`config.mk`:
```
export PLATFORM = sky130hd
export DESIGN_NAME = control_sequencer_flat
export DESIGN_NICKNAME = d
export VERILOG_FILES = /design/src/rtl/control_sequencer_pkg.sv /design/src/rtl/control_sequencer_if.sv /design/src/rtl/control_sequencer_decoder.sv /design/src/rtl/control_sequencer.sv /design/src/flat_wrapper.sv
export SDC_FILE = /design/constraint.sdc
export NUM_CORES = 1
export LEC_CHECK = 0
export ABC_AREA = 1
export CAP_MARGIN = 10
export CORE_UTILIZATION = 42
export DETAILED_ROUTE_END_ITERATION = 7
export PLACE_DENSITY = 0.84
export SYNTH_ARGS = -nofsm -noshare
export SYNTH_HDL_FRONTEND = slang
export SYNTH_SLANG_ARGS = --single-unit
```
`constraint.sdc`:
```
create_clock -name clk -period 1.88 [get_ports clk]
set_input_delay 0.47 -clock clk [delete_from_list [all_inputs] [get_ports clk]]
set_output_delay 0.47 -clock clk [all_outputs]
set_load 0.01 [all_outputs]
```
`src/rtl/control_sequencer_pkg.sv`:
```
// Shared types and constants for the hardwired control sequencer.
// Bus layout, device IDs, instruction classes and state encodings.
package control_sequencer_pkg;

  localparam int CTRL_BUS_WIDTH = 20;

  localparam int OFS_SID_EN = 0;
  localparam int OFS_MID_EN = 1;
  localparam int OFS_PC_INR = 2;
  localparam int OFS_AMID   = 3;
  localparam int OFS_SID    = 5;
  localparam int OFS_MID    = 10;
  localparam int OFS_ALU_OP = 15;

  localparam int DEF_MEM_ID  = 4;
  localparam int DEF_IR0_ID  = 0;
  localparam int DEF_IR1_ID  = 1;
  localparam int DEF_ALU_ID  = 5;
  localparam int DEF_PC_AMID = 0;

  typedef enum logic [2:0] {
    CLS_NOP = 3'd0,
    CLS_MOV = 3'd1,
    CLS_ALU = 3'd2,
    CLS_HLT = 3'd7
  } iclass_t;

  typedef enum logic [3:0] {
    S_T0   = 4'd0,
    S_T1   = 4'd1,
    S_T2   = 4'd2,
    S_T3   = 4'd3,
    S_T4   = 4'd4,
    S_E0   = 4'd5,
    S_E1   = 4'd6,
    S_HALT = 4'd15
  } state_t;

  // Field order matches the packed control bus, MSB first.
  typedef struct packed {
    logic [4:0] alu_opcode;
    logic [4:0] mid;
    logic [4:0] sid;
    logic [1:0] amid;
    logic       pc_inr;
    logic       mid_en;
    logic       sid_en;
  } ctrl_t;

endpackage

```
`src/rtl/control_sequencer_if.sv`:
```
// Packed control bus driven by the sequencer, consumed by the datapath.
// Individual fields plus their 20-bit concatenation.
interface control_sequencer_if;
  import control_sequencer_pkg::*;

  logic [4:0] alu_opcode;
  logic [4:0] mid;
  logic [4:0] sid;
  logic [1:0] amid;
  logic       pc_inr;
  logic       mid_en;
  logic       sid_en;
  logic [CTRL_BUS_WIDTH-1:0] control_bus;

  modport master (
    output alu_opcode, mid, sid, amid,
    output pc_inr, mid_en, sid_en,
    output control_bus
  );

  modport slave (
    input alu_opcode, mid, sid, amid,
    input pc_inr, mid_en, sid_en,
    input control_bus
  );

endinterface

```
`src/rtl/control_sequencer_decoder.sv`:
```
// Combinational instruction decode from {IR1, IR0} to execute controls.
// self_write flags a transfer whose source and destination IDs coincide.
module control_sequencer_decoder
  import control_sequencer_pkg::*;
#(
  parameter int ALU_ID = DEF_ALU_ID
) (
  input  logic [15:0] ir,
  output state_t      next_state,
  output logic [4:0]  alu_opcode,
  output logic [4:0]  mid,
  output logic [4:0]  sid,
  output logic        self_write
);

  iclass_t cls;
  logic    unused_ir;

  assign cls       = iclass_t'(ir[7:5]);
  assign unused_ir = ^ir[15:13];

  always_comb begin
    next_state = S_T0;
    alu_opcode = '0;
    mid        = '0;
    sid        = '0;
    unique case (1'b1)
      (cls == CLS_MOV): begin
        next_state = S_E0;
        mid        = ir[12:8];
        sid        = ir[4:0];
      end
      (cls == CLS_ALU): begin
        next_state = S_E0;
        alu_opcode = ir[4:0];
        mid        = 5'(ALU_ID);
        sid        = ir[12:8];
      end
      (cls == CLS_HLT): begin
        next_state = S_HALT;
      end
      default: begin
        next_state = S_T0;
      end
    endcase
  end

  assign self_write = (mid == sid);

endmodule

```
`src/rtl/control_sequencer.sv`:
```
// Hardwired fetch/decode/execute sequencer; state and controls update
// on the falling clock edge so the datapath sees them stable at rise.
module control_sequencer
  import control_sequencer_pkg::*;
#(
  parameter int MEM_ID  = DEF_MEM_ID,
  parameter int IR0_ID  = DEF_IR0_ID,
  parameter int IR1_ID  = DEF_IR1_ID,
  parameter int ALU_ID  = DEF_ALU_ID,
  parameter int PC_AMID = DEF_PC_AMID
) (
  input  logic        clk,
  input  logic        reset,
  input  logic [15:0] ir,
  control_sequencer_if.master cb,
  output logic [3:0]  tstate,
  output logic        halted
);

  state_t     state;
  ctrl_t      ctrl;
  state_t     dec_next;
  logic [4:0] dec_alu;
  logic [4:0] dec_mid;
  logic [4:0] dec_sid;
  logic       dec_self;

  control_sequencer_decoder #(
    .ALU_ID (ALU_ID)
  ) u_dec (
    .ir         (ir),
    .next_state (dec_next),
    .alu_opcode (dec_alu),
    .mid        (dec_mid),
    .sid        (dec_sid),
    .self_write (dec_self)
  );

  function automatic ctrl_t rst_ctrl();
    ctrl_t c;
    c      = '0;
    c.mid  = 5'(MEM_ID);
    c.amid = 2'(PC_AMID);
    return c;
  endfunction

  function automatic ctrl_t t0_ctrl();
    ctrl_t c;
    c        = rst_ctrl();
    c.mid_en = 1'b1;
    return c;
  endfunction

  always_ff @(negedge clk or posedge reset) begin
    if (reset) begin
      state  <= S_T0;
      ctrl   <= rst_ctrl();
      halted <= 1'b0;
    end else begin
      unique case (state)
        S_T0: begin
          state       <= S_T1;
          ctrl.mid    <= 5'(MEM_ID);
          ctrl.amid   <= 2'(PC_AMID);
          ctrl.sid    <= 5'(IR0_ID);
          ctrl.mid_en <= 1'b1;
          ctrl.sid_en <= 1'b1;
          ctrl.pc_inr <= 1'b1;
        end
        S_T1: begin
          state       <= S_T2;
          ctrl.sid_en <= 1'b0;
          ctrl.pc_inr <= 1'b0;
        end
        S_T2: begin
          state       <= S_T3;
          ctrl.sid    <= 5'(IR1_ID);
          ctrl.sid_en <= 1'b1;
          ctrl.pc_inr <= 1'b1;
        end
        S_T3: begin
          state       <= S_T4;
          ctrl.mid_en <= 1'b0;
          ctrl.sid_en <= 1'b0;
          ctrl.pc_inr <= 1'b0;
        end
        S_T4: begin
          unique case (dec_next)
            S_E0: begin
              state <= S_E0;
              ctrl  <= ctrl_t'{
                alu_opcode: dec_alu,
                mid:        dec_mid,
                sid:        dec_sid,
                amid:       2'(PC_AMID),
                pc_inr:     1'b0,
                mid_en:     1'b1,
                sid_en:     !dec_self
              };
            end
            S_HALT: begin
              state       <= S_HALT;
              halted      <= 1'b1;
              ctrl.mid_en <= 1'b0;
              ctrl.sid_en <= 1'b0;
              ctrl.pc_inr <= 1'b0;
            end
            default: begin
              state <= S_T0;
              ctrl  <= t0_ctrl();
            end
          endcase
        end
        S_E0: begin
          state       <= S_E1;
          ctrl.mid_en <= 1'b0;
          ctrl.sid_en <= 1'b0;
        end
        S_E1: begin
          state <= S_T0;
          ctrl  <= t0_ctrl();
        end
        S_HALT: begin
          state <= S_HALT;
        end
        default: begin
          state <= S_T0;
          ctrl  <= t0_ctrl();
        end
      endcase
    end
  end

  assign tstate         = state;
  assign cb.alu_opcode  = ctrl.alu_opcode;
  assign cb.mid         = ctrl.mid;
  assign cb.sid         = ctrl.sid;
  assign cb.amid        = ctrl.amid;
  assign cb.pc_inr      = ctrl.pc_inr;
  assign cb.mid_en      = ctrl.mid_en;
  assign cb.sid_en      = ctrl.sid_en;
  assign cb.control_bus = ctrl;

endmodule

```
`src/flat_wrapper.sv`:
```
// flat-port wrapper written by rule: the top's interface ports become plain ports
module control_sequencer_flat import control_sequencer_pkg::*;
#(
  parameter int MEM_ID  = DEF_MEM_ID,
  parameter int IR0_ID  = DEF_IR0_ID,
  parameter int IR1_ID  = DEF_IR1_ID,
  parameter int ALU_ID  = DEF_ALU_ID,
  parameter int PC_AMID = DEF_PC_AMID
)
  (clk, reset, ir, tstate, halted, cb_alu_opcode, cb_mid, cb_sid, cb_amid, cb_pc_inr, cb_mid_en, cb_sid_en, cb_control_bus);
  control_sequencer_if cb_i ();
  input  logic clk;
  input  logic reset;
  input  logic [15:0] ir;
  output logic [3:0] tstate;
  output logic halted;
  output wire logic [$bits(cb_i.alu_opcode)-1:0] cb_alu_opcode;
  output wire logic [$bits(cb_i.mid)-1:0] cb_mid;
  output wire logic [$bits(cb_i.sid)-1:0] cb_sid;
  output wire logic [$bits(cb_i.amid)-1:0] cb_amid;
  output wire logic [$bits(cb_i.pc_inr)-1:0] cb_pc_inr;
  output wire logic [$bits(cb_i.mid_en)-1:0] cb_mid_en;
  output wire logic [$bits(cb_i.sid_en)-1:0] cb_sid_en;
  output wire logic [$bits(cb_i.control_bus)-1:0] cb_control_bus;
  assign cb_alu_opcode = cb_i.alu_opcode;
  assign cb_mid = cb_i.mid;
  assign cb_sid = cb_i.sid;
  assign cb_amid = cb_i.amid;
  assign cb_pc_inr = cb_i.pc_inr;
  assign cb_mid_en = cb_i.mid_en;
  assign cb_sid_en = cb_i.sid_en;
  assign cb_control_bus = cb_i.control_bus;
  control_sequencer #(.MEM_ID(MEM_ID), .IR0_ID(IR0_ID), .IR1_ID(IR1_ID), .ALU_ID(ALU_ID), .PC_AMID(PC_AMID)) u_core (.clk(clk), .reset(reset), .ir(ir), .cb(cb_i), .tstate(tstate), .halted(halted));
endmodule
```
==> impl_metrics.yaml, run 1 <==
critical_path:
  r2r-start: "u_core.tstate[2]"
  critPathCaptureType: "primary output"
  max_stage_delay_ns: 0.56
  worstPathMaxFanout: 3
  slowest_stage: "dfstp_2"
  crit_arrival_ns: 1.99
  start_kind: "flop"
  cp.required_ns: 1.41
  r2r_end: "u_core.cb.sid[2]"
  r2r_slack_ns: 0.10
  critPathTopFamily: "flip-flops"
  r2r_cells: 9
  critPathKind: "flop to primary output"
  critPathBufInv: 1
  worstPathCellList: "buf_6"
status:
  violations: "setup timing"
  status: "complete, but fails checks"
floorplanning:
  coreArea_sq_um: 3130
  pin_count: 63
  fp.dieW_um: 59.9
  die_y_um: 59.9
  rows: 20
  start_util_pct: 45.1
  die_area_sq_um: 3590
yosys:
  seq_area_frac_synth_pct: 40.9
  syn-cell-area_sq_um: 1410
  ys_types: 26
  ys_top_cells_by_count: "nand2_1, buf_4, dfrtn_1, inv_1, nand3_1"
  synth_edf_count: 0
  yosysTopAreaCellShare_pct: 39.0
  ys_async_sr_fraction_pct: 100
  yosysTopAreaCell: "dfrtn_1"
  yosys_warnings: 0
  avgSynthCellArea_sq_um: 7.92
  ys_ff_latch: 23
  synth.most_common_cell: "nand2_1"
  ys.flop_type: "dfrtn_1"
  synthCells: 178
  ys_top_cells_by_area: "dfrtn_1, nand2_1, buf_4"
cts:
  cts_root_buf: "clkbuf_4"
  cts.path.max_buffers: 2
  cts-buffers-inserted: 3
  cts_hold_buf: 0
  path_clk_slew_ns: 0.09
  clkSinkCount: 23
  cts_max_level: 1
  insertion_delay_ns: 0.38
  cts_tree: "done"
global_route:
  grt_pass1_vias: 1569
  grt_pass1_wl_um: 6890
  antenna_found_initial: 0
  grt_overflow: 0
  grt_max_degree: 13
  track_usage_pct: 25.8
placement:
  port_buffers: 55
  place_hpwl_um: 2860
  dp_cells: 288
  gp_congestion: 0.900
sta:
  rsz0062_at_grt: "true"
  slew_viol_final: 0
  finalHoldViolations: 0
  final-setup-viol-count: 61
  skew_ns: 0.0644
  finalWorstSetupSlack_ns: -0.578
detailed_routing:
  vias: 1567
  ant_nets: 0
  wl_per_cell_um: 13.9
  drt_pass1_iterations: 4
  drt_iter0_markers: 75
  vias_per_cell: 4.84
  totalWireLength_um: 4520
  drc: 0
layout:
  antenna_cells: 0
  stdcell_count: 324
  nets: 299
  layout-drive-gt1-share_pct: 57.9
  syn2layout_area_growth_pct: 70.9
power_and_ir_drop:
  p_comb_share_pct: 60.3
  powerDensity_nw_per_um2: 974
  power.share.clock_pct: 10.5
  power_uw: 2350
  vdd_drop_max_mv: 0.628
  switchingPower_uw: 957
  p_int_uw: 1390
  pwr-share-seq_pct: 29.2
  p_sw_share_pct: 40.8
  leakage_uw: 0.00140
flow_run:
  cap_violations: 0
min_path:
  min-delay-start: "u_core.cb.mid[0]"
  hold_path_end: "u_core.cb.mid[0]"
  min_path_cells: 1
  min_path_type: "flop to flop"
## worst max-delay path by stage
stage / slack [ns] / startpoint / end / depth (start not counted)
2_1_floorplan: -0.35 / ir[7] / u_core.cb.sid_en / 10
3_3_place_gp: -1.05 / ir[5] / u_core.cb.sid_en / 12
3_5_place_dp: -1.09 / ir[5] / u_core.cb.sid_en / 12
4_1_cts: -0.58 / u_core.cb.mid[2] / cb_control_bus[12] / 1
5_1_grt: -0.62 / u_core.cb.mid[2] / cb_control_bus[12] / 1
6_report: -0.58 / u_core.cb.mid[2] / cb_mid[2] / 1
## placed cells by master (no fill, tap or decap), drive strengths merged
master and instances:
nand4 9, conb 4, clkbuf 4, dfstp 1, a22o 1, nand2 59, a21oi 1, dfrtn 22
o211ai 2, a32oi 1, a31o 1, nor2 7, buf 106, clkdlybuf4s50 1, o21ai 9, dlygate4sd2 7
or2 1, inv 26, nand3 18
## cell type report
cell class | instances | area (sq um)
timing repair buffer | 115 | 893
sequential | 23 | 577
multi-input combinational | 113 | 729
clock inverter | 2 | 7.51
fill | 214 | 718
inverter | 23 | 119
tap | 44 | 55.1
clock buffer | 3 | 22.5
timing repair inverter | 1 | 6.26
## registers in the layout, summed over array words and instances (netlist names)
signal,flops
u_core.cb.sid,5
u_core.cb.alu_opcode,5
u_core.cb.sid_en,1
u_core.tstate,4
u_core.halted,1
u_core.cb.mid_en,1
u_core.cb.pc_inr,1
u_core.cb.mid,5
## timing repair
action / CTS / global route
pin swaps: 17 / 14
endpoints found under the setup margin: 63 / 63
buffers inserted: 24 / 8
resized for setup: 251 / 18
endpoints found under the hold margin: 0 / 0
cloned: 3 / 0
## through the flow
step	hold slack (ns)	setup slack (ns)	area [sq um]	utilization [%]	TNS (ns)
2_1_floorplan	0.477	-0.349	1520	-	-7.12
3_3_place_gp	0.445	-1.05	2120	67.7	-40.36
3_5_place_dp	0.447	-1.09	2120	67.7	-42.26
4_1_cts	0.441	-0.580	2300	73.4	-21.14
5_1_grt	0.488	-0.622	2410	77.0	-23.92
6_report	0.480	-0.578	2410	77.0	-22.00
## metal layers
| layer | share of wire, % | wire length [um] | global-route usage [%] | vias up |
|---|---|---|---|---|
| met2 | 55 | 2490 | 48.4 | 62 |
| met5 | 0 | 0 | 0 | - |
| met1 | 39 | 1760 | 30.1 | 745 |
| met3 | 4.5 | 205 | 2.38 | 7 |
| li1 | - | - | - | 753 |
| met4 | 1.5 | 68 | 9.63 | 0 |
## kinds of logic after synthesis
family                 after synthesis  synth area share, %
AND/OR/NAND/NOR                     92                 32.9
buffers and inverters               47                 19.2
flip-flops                          23                 40.9
AO/OA/AOI/OAI                       15                 6.74
other                                1                0.266
## power groups by stage
| stage | Sequential [uW] | Clock (uW) | Combinational, uW |
|---|---|---|---|
| after floorplan | 779 | 6.66 | 559 |
| after global placement | 694 | 6.66 | 1080 |
| after detailed placement | 703 | 6.66 | 1110 |
| after CTS | 683 | 242 | 1290 |
| after global routing | 694 | 275 | 1510 |
| final | 685 | 247 | 1410 |
Power figures use the tool's default switching activity.
==> run 2: changes to the inputs <==
CAP_MARGIN = 20   (was 10)
==> results of run 2 <==
Final layout, timing and power as in run 1 (identical DEF).
==> run 3: changes to the inputs <==
CAP_MARGIN = 0   (was 20)
CORE_MARGIN = 1.5   (was unset)
GPL_ROUTABILITY_DRIVEN = 0   (was unset)
==> run 3 against run 2 <==
Effect of this change:
- first-iteration DRC count down 45%
- worst hold slack worse by 0.025 ns
- clock skew increased by 0.013 ns
- critical path depth unchanged
- combinational power barely moved
- via count grew 1.5%
- cell count decreased by 0.62%
- design area is 0.52% lower
- clock-buffer cell count did not move
- sequential power hardly changed
- worst setup slack worse by 0.017 ns
- the run still ends with setup timing left
- utilization shrank 0.40 points
==> impl_metrics.yaml, run 3 (synthesis gave the netlist of run 1 again) <==
layout:
  fin_util_pct: 76.6
  syn2layout_area_growth_pct: 70.0
  fin_area_sq_um: 2400
  stdcell_count: 322
  multi_input_area_sq_um: 748
  layout_commonest_cell: "buf_4"
  seq_area_sq_um: 577
  nets: 297
  antenna_cells: 0
  fillers: 206
  final_cell_mix: "buf_4, buf_2, nand2_1"
  layout-drive-gt1-share_pct: 59.0
critical_path:
  cp.required_ns: 1.41
  crit_arrival_ns: 2.01
  start_kind: "flop"
  critPathTopFamily: "flip-flops"
  critPathCaptureType: "primary output"
  critPathBufInv: 1
  worstPathCellList: "buf_6"
  worstPathMaxFanout: 3
  critPathKind: "flop to primary output"
  r2r-start: "u_core.tstate[2]"
  max_stage_delay_ns: 0.56
  startpoint: "u_core.cb.mid[2]"
  slowest_stage: "dfstp_2"
floorplanning:
  fp.dieW_um: 60.9
  coreArea_sq_um: 3130
  die_y_um: 60.9
  pin_count: 63
  rows: 20
  die_area_sq_um: 3710
  start_util_pct: 45.1
status:
  violations: "setup timing"
  status: "complete, but fails checks"
cts:
  cts_max_level: 1
  cts-buffers-inserted: 3
  clkSinkCount: 23
  cts.path.max_buffers: 2
  cts_tree: "done"
  cts_root_buf: "clkbuf_4"
  path_clk_slew_ns: 0.09
  insertion_delay_ns: 0.40
power_and_ir_drop:
  powerDensity_nw_per_um2: 975
  leakage_uw: 0.00139
  vdd_drop_max_mv: 0.764
sta:
  final-setup-viol-count: 62
  slew_viol_final: 0
  rsz0062_at_grt: "true"
  tns_ns: -22.27
  skew_ns: 0.0772
  finalHoldViolations: 0
  finalWorstSetupSlack_ns: -0.596
detailed_routing:
  wl_per_cell_um: 14.8
  vias: 1591
  totalWireLength_um: 4780
  drt_pass1_iterations: 4
  vias_per_cell: 4.94
  drt_iter0_markers: 41
  ant_nets: 0
  drc: 0
placement:
  dp_worst_setup_slack_ns: -1.11
  dp_cells: 289
  placed_area_sq_um: 2120
  port_buffers: 55
  place_hpwl_um: 2820
global_route:
  antenna_found_initial: 0
  grt_pass1_wl_um: 7040
  track_usage_pct: 25.7
  grt_overflow: 0
  grt_max_degree: 15
  grt_pass1_vias: 1602
min_path:
  min_path_type: "flop to flop"
  min-delay-start: "u_core.cb.alu_opcode[1]"
flow_run:
  cap_violations: 0
## run 3: worst paths after layout
| check | slack (ns) | cells after the start | endpoint |
|---|---|---|---|
| max in group asynchronous | 0.32 | 3 | u_core.cb.mid[3] |
| setup reg to reg | 0.16 | 8 | u_core.cb.sid[2] |
| hold reg to reg | 0.45 | 2 | u_core.cb.alu_opcode[1] |
| hold / removal | 0.45 | 2 | u_core.cb.alu_opcode[1] |
| min in group asynchronous | 1.35 | 3 | u_core.cb.mid[1] |
| setup / recovery | -0.60 | 1 | cb_mid[2] |
## run 3: worst reg2reg max path: cells and delay by family (launching register included)
family	cells	cell delay, ns
buffers and inverters	3	0.43
DFF	1	0.36
AOI/OAI and AO/OA	2	0.38
and+or+nand+nor	3	0.41
## run 3: where the power goes
| group | switching, uW | internal (uW) |
|---|---|---|
| Combinational | 727 | 655 |
| Clock | 181 | 86.0 |
| Sequential | 69.6 | 619 |
| Total | 978 | 1360 |
## run 3: final cells by class
class	instances	area share, %
flip-flops and latches	23	24.1
inverters	23	5.06
clock inverters	2	0.418
well taps	44	2.30
repair inverters	1	0.261
multi-input cells	113	31.2
clock buffers	3	0.939
repair buffers	113	35.8
## run 3: routing by layer
metal	up-vias	global-route usage, %	wire length (um)	share of wire, %
met5	-	0	0	0
met4	0	9.94	159	3.3
met3	17	2.56	253	5.3
met2	72	48.4	2600	54
met1	749	29.5	1770	37
li1	753	-	-	-
## run 3: repair_timing
action                     4_1_cts  5_1_grt
setup endpoints to repair       63       63
cloned                           3        0
pin swaps                       15       18
resized for setup              243       23
hold buffers                     0        0
buffers inserted                22       10
## run 3: per-stage QoR
stage          total power [uW]  hold WS, ns
2_1_floorplan              1340        0.477
3_3_place_gp               1780        0.446
3_5_place_dp               1820        0.448
4_1_cts                    2150        0.442
5_1_grt                    2470        0.491
6_report                   2340        0.455
